`src/rtl/obj_scheduler.sv`:
```
`default_nettype none
// ============================================================================
//  Module   : obj_scheduler
//  Purpose  : Per-frame sequencer for the five sprite slots: scroll, animate,
//             retire, then service one spawn request via req/ack/drop.
//  Options  : OBJ_SCHED_WRAP_EN - wrap off-screen objects to WRAP_HPOS
//             instead of retiring them.
//  Revision : 1.0 - initial release
// ============================================================================
module obj_scheduler #(
  parameter int SPAWN_HPOS   = 1023,
  parameter int ANIM_DIV_LOG = 3
`ifdef OBJ_SCHED_WRAP_EN
  , parameter int WRAP_HPOS  = 1023
`endif
) (
  input  logic        clock,
  input  logic        reset,
  input  logic        vsync,
  input  logic [3:0]  speed,
  input  logic        spawn_req,
  input  logic [1:0]  spawn_type,
  input  logic [9:0]  spawn_vpos,
  output logic        spawn_ack,
  output logic        spawn_drop,
  output logic [25:0] obj1,
  output logic [25:0] obj2,
  output logic [25:0] obj3,
  output logic [25:0] obj4,
  output logic [25:0] obj5,
  output logic [4:0]  active_mask,
  output logic [7:0]  frame_count,
  output logic        busy
);

  localparam logic [1:0]  C_IDLE       = 2'd0;
  localparam logic [1:0]  C_UPD        = 2'd1;
  localparam logic [1:0]  C_SPAWN      = 2'd2;
  localparam logic [10:0] C_SPAWN_HPOS = 11'(SPAWN_HPOS);
`ifdef OBJ_SCHED_WRAP_EN
  localparam logic [10:0] C_WRAP_HPOS  = 11'(WRAP_HPOS);
`endif

  logic [1:0]  r_state;
  logic [2:0]  r_idx;
  logic        r_vsync_d;
  logic        r_anim_tick;
  logic [7:0]  r_frame_count;
  logic        r_spawn_ack;
  logic        r_spawn_drop;
  logic [25:0] r_obj [5];

  logic        w_frame_event;
  logic [25:0] w_cur;
  logic [25:0] w_upd;
  logic [2:0]  w_anim;
  logic [1:0]  w_type;
  logic [10:0] w_hpos;
  logic [10:0] w_speed;
  logic        w_free_found;
  logic [2:0]  w_free_idx;

  assign w_frame_event = r_vsync_d & ~vsync;

  // Slot currently addressed by the UPD walk and its next value.
  always_comb begin
    w_cur = 26'd0;
    for (int i = 0; i < 5; i++) begin
      if (r_idx == 3'(i)) w_cur = r_obj[i];
    end
    w_anim  = w_cur[25:23] + {2'b00, r_anim_tick};
    w_type  = w_cur[22:21];
    w_hpos  = w_cur[20:10];
    w_speed = {7'd0, speed};
    w_upd   = w_cur;
    if (w_type != 2'd0) begin
      if (w_hpos < w_speed) begin
`ifdef OBJ_SCHED_WRAP_EN
        w_upd = {w_anim, w_type, C_WRAP_HPOS, w_cur[9:0]};
`else
        w_upd = 26'd0;
`endif
      end else begin
        w_upd = {w_anim, w_type, w_hpos - w_speed, w_cur[9:0]};
      end
    end
  end

  // Descending scan so the lowest free index wins.
  always_comb begin
    w_free_found = 1'b0;
    w_free_idx   = 3'd0;
    for (int i = 4; i >= 0; i--) begin
      if (r_obj[i][22:21] == 2'd0) begin
        w_free_found = 1'b1;
        w_free_idx   = 3'(i);
      end
    end
  end

  always_ff @(posedge clock) begin
    if (reset) begin
      r_state       <= C_IDLE;
      r_idx         <= 3'd0;
      r_vsync_d     <= 1'b0;
      r_anim_tick   <= 1'b0;
      r_frame_count <= 8'd0;
      r_spawn_ack   <= 1'b0;
      r_spawn_drop  <= 1'b0;
      for (int i = 0; i < 5; i++) r_obj[i] <= 26'd0;
    end else begin
      r_vsync_d    <= vsync;
      r_spawn_ack  <= 1'b0;
      r_spawn_drop <= 1'b0;
      case (r_state)
        C_IDLE: begin
          if (w_frame_event) begin
            r_state       <= C_UPD;
            r_idx         <= 3'd0;
            r_anim_tick   <= (r_frame_count[ANIM_DIV_LOG-1:0] == '0);
            r_frame_count <= r_frame_count + 8'd1;
          end
        end
        C_UPD: begin
          for (int i = 0; i < 5; i++) begin
            if (r_idx == 3'(i)) r_obj[i] <= w_upd;
          end
          if (r_idx == 3'd4) begin
            r_state <= C_SPAWN;
            r_idx   <= 3'd0;
          end else begin
            r_idx <= r_idx + 3'd1;
          end
        end
        C_SPAWN: begin
          r_state <= C_IDLE;
          if (spawn_req && (spawn_type != 2'd0)) begin
            if (w_free_found) begin
              for (int i = 0; i < 5; i++) begin
                if (w_free_idx == 3'(i))
                  r_obj[i] <= {3'd0, spawn_type, C_SPAWN_HPOS, spawn_vpos};
              end
              r_spawn_ack <= 1'b1;
            end else begin
              r_spawn_drop <= 1'b1;
            end
          end
        end
        default: r_state <= C_IDLE;
      endcase
    end
  end

  always_comb begin
    for (int i = 0; i < 5; i++) active_mask[i] = (r_obj[i][22:21] != 2'd0);
  end

  assign obj1        = r_obj[0];
  assign obj2        = r_obj[1];
  assign obj3        = r_obj[2];
  assign obj4        = r_obj[3];
  assign obj5        = r_obj[4];
  assign frame_count = r_frame_count;
  assign spawn_ack   = r_spawn_ack;
  assign spawn_drop  = r_spawn_drop;
  assign busy        = (r_state != C_IDLE);

endmodule
`default_nettype wire

```
`config.mk`:
```
export PLATFORM = sky130hd
export DESIGN_NAME = obj_scheduler
export DESIGN_NICKNAME = d
export VERILOG_FILES = /design/src/rtl/obj_scheduler.sv
export SDC_FILE = /design/constraint.sdc
export NUM_CORES = 1
export LEC_CHECK = 0
export ABC_AREA = 1
export ABC_CLOCK_PERIOD_IN_PS = 6700
export BUFFER_PORTS_ARGS = -buffer_cell sky130_fd_sc_hd__buf_2
export CAP_MARGIN = 10
export CORE_UTILIZATION = 54
export DETAILED_ROUTE_END_ITERATION = 16
export HOLD_SLACK_MARGIN = 0.06
export PLACE_DENSITY = 0.8
export SKIP_CTS_REPAIR_TIMING = 1
export SYNTH_ARGS = -nofsm -noshare
export SYNTH_HDL_FRONTEND = slang
export SYNTH_SLANG_ARGS = --single-unit
export TNS_END_PERCENT = 5
```
`constraint.sdc`:
```
create_clock -name clock -period 6.7 [get_ports clock]
set_input_delay 1.675 -clock clock [delete_from_list [all_inputs] [get_ports clock]]
set_output_delay 1.675 -clock clock [all_outputs]
set_load 0.05 [all_outputs]
```
==> results.sh <==
export IMPL_status="completed"
export IMPL_whs_endpoint="frame_count[7]"
export IMPL_die_height_um=114.8
export IMPL_swShare=0.2941
export IMPL_finClkSkew_ns=0.006101
export IMPL_fin_crit_ns=4.285
export IMPL_min_path_cells=1
export IMPL_comb_power_share=0.173
export IMPL_cts_root_buffer="clkbuf_16"
export IMPL_grt_pass1_wl_um=29590
export IMPL_io_buffers=165
export IMPL_clock_latency_ns=0.42
export IMPL_ff2ff_path_depth=17
export IMPL_syn_nets=711
export IMPL_synth_warning_count=0
export IMPL_drt_wl_total_um=19410
export IMPL_clk_pin_slew_ns=0.06
export IMPL_grt_max_degree=51
export IMPL_start_kind="flip-flop"
export IMPL_cts_tree="yes"
export IMPL_area_delta_synth_final_pct=22.40
export IMPL_power_frac_seq=0.452
export IMPL_final_period_utilization=0.6396
export IMPL_ir_worst_vdd_v=0.0001806
export IMPL_crit_top_cell="nand2_1"
export IMPL_fmax_mhz=233.4
export IMPL_p_clk_frac=0.375
export IMPL_cp_max_fo=19
export IMPL_power_density_nw_per_um2=281.8
export IMPL_cap_violations=0
export IMPL_die_x_um=114.8
export IMPL_relSlewSlack=0.4618
export IMPL_min_from="frame_count[7]"
export IMPL_synth_edf_count=130
export IMPL_crit_arrival_ns=4.40
export IMPL_layout_drive_gt1_share=0.2867
export IMPL_synth_seq_cells=147
export IMPL_grt_antenna_before_repair=0
export IMPL_critical_path_class="flip-flop to flip-flop"
export IMPL_core_um2=12210
export IMPL_syn_mean_instance_area_um2=10.15
export IMPL_grt_usage=0.3062
export IMPL_initial_core_util=0.5627
export IMPL_startpoint="r_idx[1]"
export IMPL_synth_cell_types=44
export IMPL_diodes=0
export IMPL_wire_per_inst_um=18.91
export IMPL_power_uw=2370
export IMPL_cts_sinks=147
export IMPL_numCtsBuffers=17
export IMPL_slowest_stage="nor2_4"
export IMPL_ios=166
export IMPL_crit_path_cell_trace="inv_1 > ha_1 > nor2_4 > nand2_1 > nand3_1 > o21ai_0 > nand2_1 > o211ai_1 > nand2_1 > ha_1 > a21oi_1 > o21ai_0 > a21o_1 > a21oi_1 > nand3_2 > o21ai_4 > o21ai_1"
export IMPL_cp_required_ns=6.81
export IMPL_hold_viol=0
export IMPL_grt_ovfl_total=0
export IMPL_fillers=903
export IMPL_drt_iter0_markers=601
export IMPL_first_global_vias=5685
export IMPL_worstMarginPinSlew_ns=0.8065
export IMPL_timing_rr_end="r_obj[0][44]"
export IMPL_rows=40
export IMPL_design_area_um2=8411
export IMPL_setup_tns_ns=0
export IMPL_finalMaxSlewViolations=0
export IMPL_route_detailed_drc=0
export IMPL_r2r_start="r_idx[1]"
export IMPL_ys_seq_area_frac=0.6176
export IMPL_p_int_uw=1673
export IMPL_endpoint_kind="flip-flop"
export IMPL_hold_class="flip-flop to flip-flop"
export IMPL_gp_congestion=0.8994
export IMPL_h_tree_depth=4
export IMPL_place_area_um2=7864
export IMPL_hpwlAfterDp_um=13200
export IMPL_switchingPower_uw=696.9
export IMPL_fin_nets=881
export IMPL_postRouteAntennaNets=0
export IMPL_via_per_inst=5.651
export IMPL_async_reset_ff_frac=0
export IMPL_synth_cells=677
export IMPL_drt_pass1_iterations=8
export IMPL_p_leak_uw=0.003856
export IMPL_setup_viol=0
export IMPL_netlist_area_um2=6872
export IMPL_crit_path_max_incr_delay_ns=0.62
export IMPL_synth_main_ff_cell="edfxtp_1"
export IMPL_cts_buffer_depth=2
export IMPL_die_area_um2=13180
export IMPL_vias=5798
export IMPL_r2r_slack_ns=2.41
export IMPL_rsz0062_at_grt="false"
-- power groups by stage --
stage | registers [uW] | clock network, uW | logic (uW)
floorplan | 1230 | 0 | 160
global placement | 1090 | 0 | 396
detailed placement | 1090 | 0 | 404
CTS | 1070 | 887 | 407
global route | 1070 | 923 | 437
finish | 1070 | 889 | 410
-- layer usage --
| metal | GRT usage | part of all wire | vias up |
|---|---|---|---|
| met2 | 0.5107 | 0.49 | 386 |
| met4 | 0.1299 | 0.024 | 0 |
| met3 | 0.08645 | 0.11 | 46 |
| met5 | 0 | 0 | - |
| met1 | 0.3767 | 0.37 | 2732 |
| li1 | - | - | 2634 |
-- cell usage after synthesis, drive strengths merged, types with 2 or more instances --
| cell | instances | share of area |
|---|---|---|
| xnor2 | 2 | 0.0025 |
| clkbuf | 9 | 0.0049 |
| o21ai | 46 | 0.039 |
| nand2 | 207 | 0.12 |
| dfxtp | 17 | 0.050 |
| o21bai | 2 | 0.0027 |
| a31oi | 5 | 0.0046 |
| a21oi | 19 | 0.014 |
| nand4 | 4 | 0.0036 |
| xor2 | 2 | 0.0025 |
| nor3 | 8 | 0.0066 |
| ha | 13 | 0.024 |
| edfxtp | 130 | 0.57 |
| a211oi | 2 | 0.0022 |
| nand3 | 44 | 0.034 |
| nor2 | 50 | 0.034 |
| o311ai | 3 | 0.0038 |
| o22ai | 3 | 0.0027 |
| buf | 14 | 0.015 |
| o211ai | 15 | 0.016 |
| clkinv | 10 | 0.0055 |
| inv | 61 | 0.033 |
| or2 | 5 | 0.0049 |
-- worst max path at each step --
stage | to | slack, ns | cells past startpoint
after floorplan | r_obj[0][26] | 1.07 | 4
after global placement | r_obj[0][15] | 2.64 | 15
after detailed placement | r_obj[0][119] | 2.52 | 15
after CTS | r_obj[0][122] | 2.48 | 17
after global routing | r_obj[0][122] | 2.02 | 17
final | r_obj[0][44] | 2.41 | 17
-- registers in the layout, indices dropped and copies added, names as in the netlist --
| register | count |
|---|---|
| r_vsync_d | 1 |
| spawn_ack | 1 |
| spawn_drop | 1 |
| r_state | 2 |
| r_anim_tick | 1 |
| r_idx | 3 |
| r_obj | 130 |
| frame_count | 8 |
-- final cells by class --
| type | count | area, um^2 | area share |
|---|---|---|---|
| multi-input cells | 436 | 2250 | 0.2675 |
| flip-flops and latches | 147 | 4244 | 0.5046 |
| well taps | 168 | 210.2 | 0.02499 |
| repair buffers | 174 | 893.4 | 0.1062 |
| clock inverters | 12 | 117.6 | 0.01398 |
| inverters | 71 | 266.5 | 0.03169 |
| clock buffers | 18 | 429.2 | 0.05103 |
-- kinds of logic after synthesis --
family / Yosys count / share of synthesized area
flip-flops: 147 / 0.6176
buffers and inverters: 94 / 0.05827
AO/OA/AOI/OAI: 97 / 0.08758
adder cells (fa/ha/maj): 14 / 0.02658
AND/OR/NAND/NOR: 321 / 0.2048
XOR/XNOR: 4 / 0.005099
-- worst max-delay path, delay by kind of cell, from the launching register on --
family          cells  cell delay (ns)
fa+ha+maj           2             0.64
simple gates        6             1.23
buf+inv             1             0.08
compound gates      8             1.61
flops               1             0.38
-- cell usage in the layout, fill, tap and decap left out, drive strengths merged, types with 3 or more instances in the layout --
| cell | netlist | final |
|---|---|---|
| dfxtp | 17 | 17 |
| nor2 | 50 | 50 |
| ha | 13 | 13 |
| buf | 14 | 174 |
| clkinv | 10 | 15 |
| o21ai | 46 | 46 |
| inv | 61 | 61 |
| nand4 | 4 | 4 |
| a21oi | 19 | 19 |
| o22ai | 3 | 3 |
| clkinvlp | 0 | 5 |
| nand3 | 44 | 44 |
| nor3 | 8 | 8 |
| o211ai | 15 | 15 |
| o311ai | 3 | 3 |
| clkbuf | 9 | 18 |
| or2 | 5 | 5 |
| nand2 | 207 | 207 |
| a31oi | 5 | 5 |
| edfxtp | 130 | 130 |
-- metrics by stage --
stage,hold slack (ns),setup WS [ns],util,cells
floorplan,0.4497,1.071,-,677
global placement,0.4395,2.645,0.6440,996
detailed placement,0.4629,2.520,0.6440,996
CTS,0.4706,2.479,0.6887,1026
global route,0.4851,2.024,0.6887,1026
finish,0.4712,2.415,0.6887,1026
Note: power is estimated with default switching activity, not from simulation.
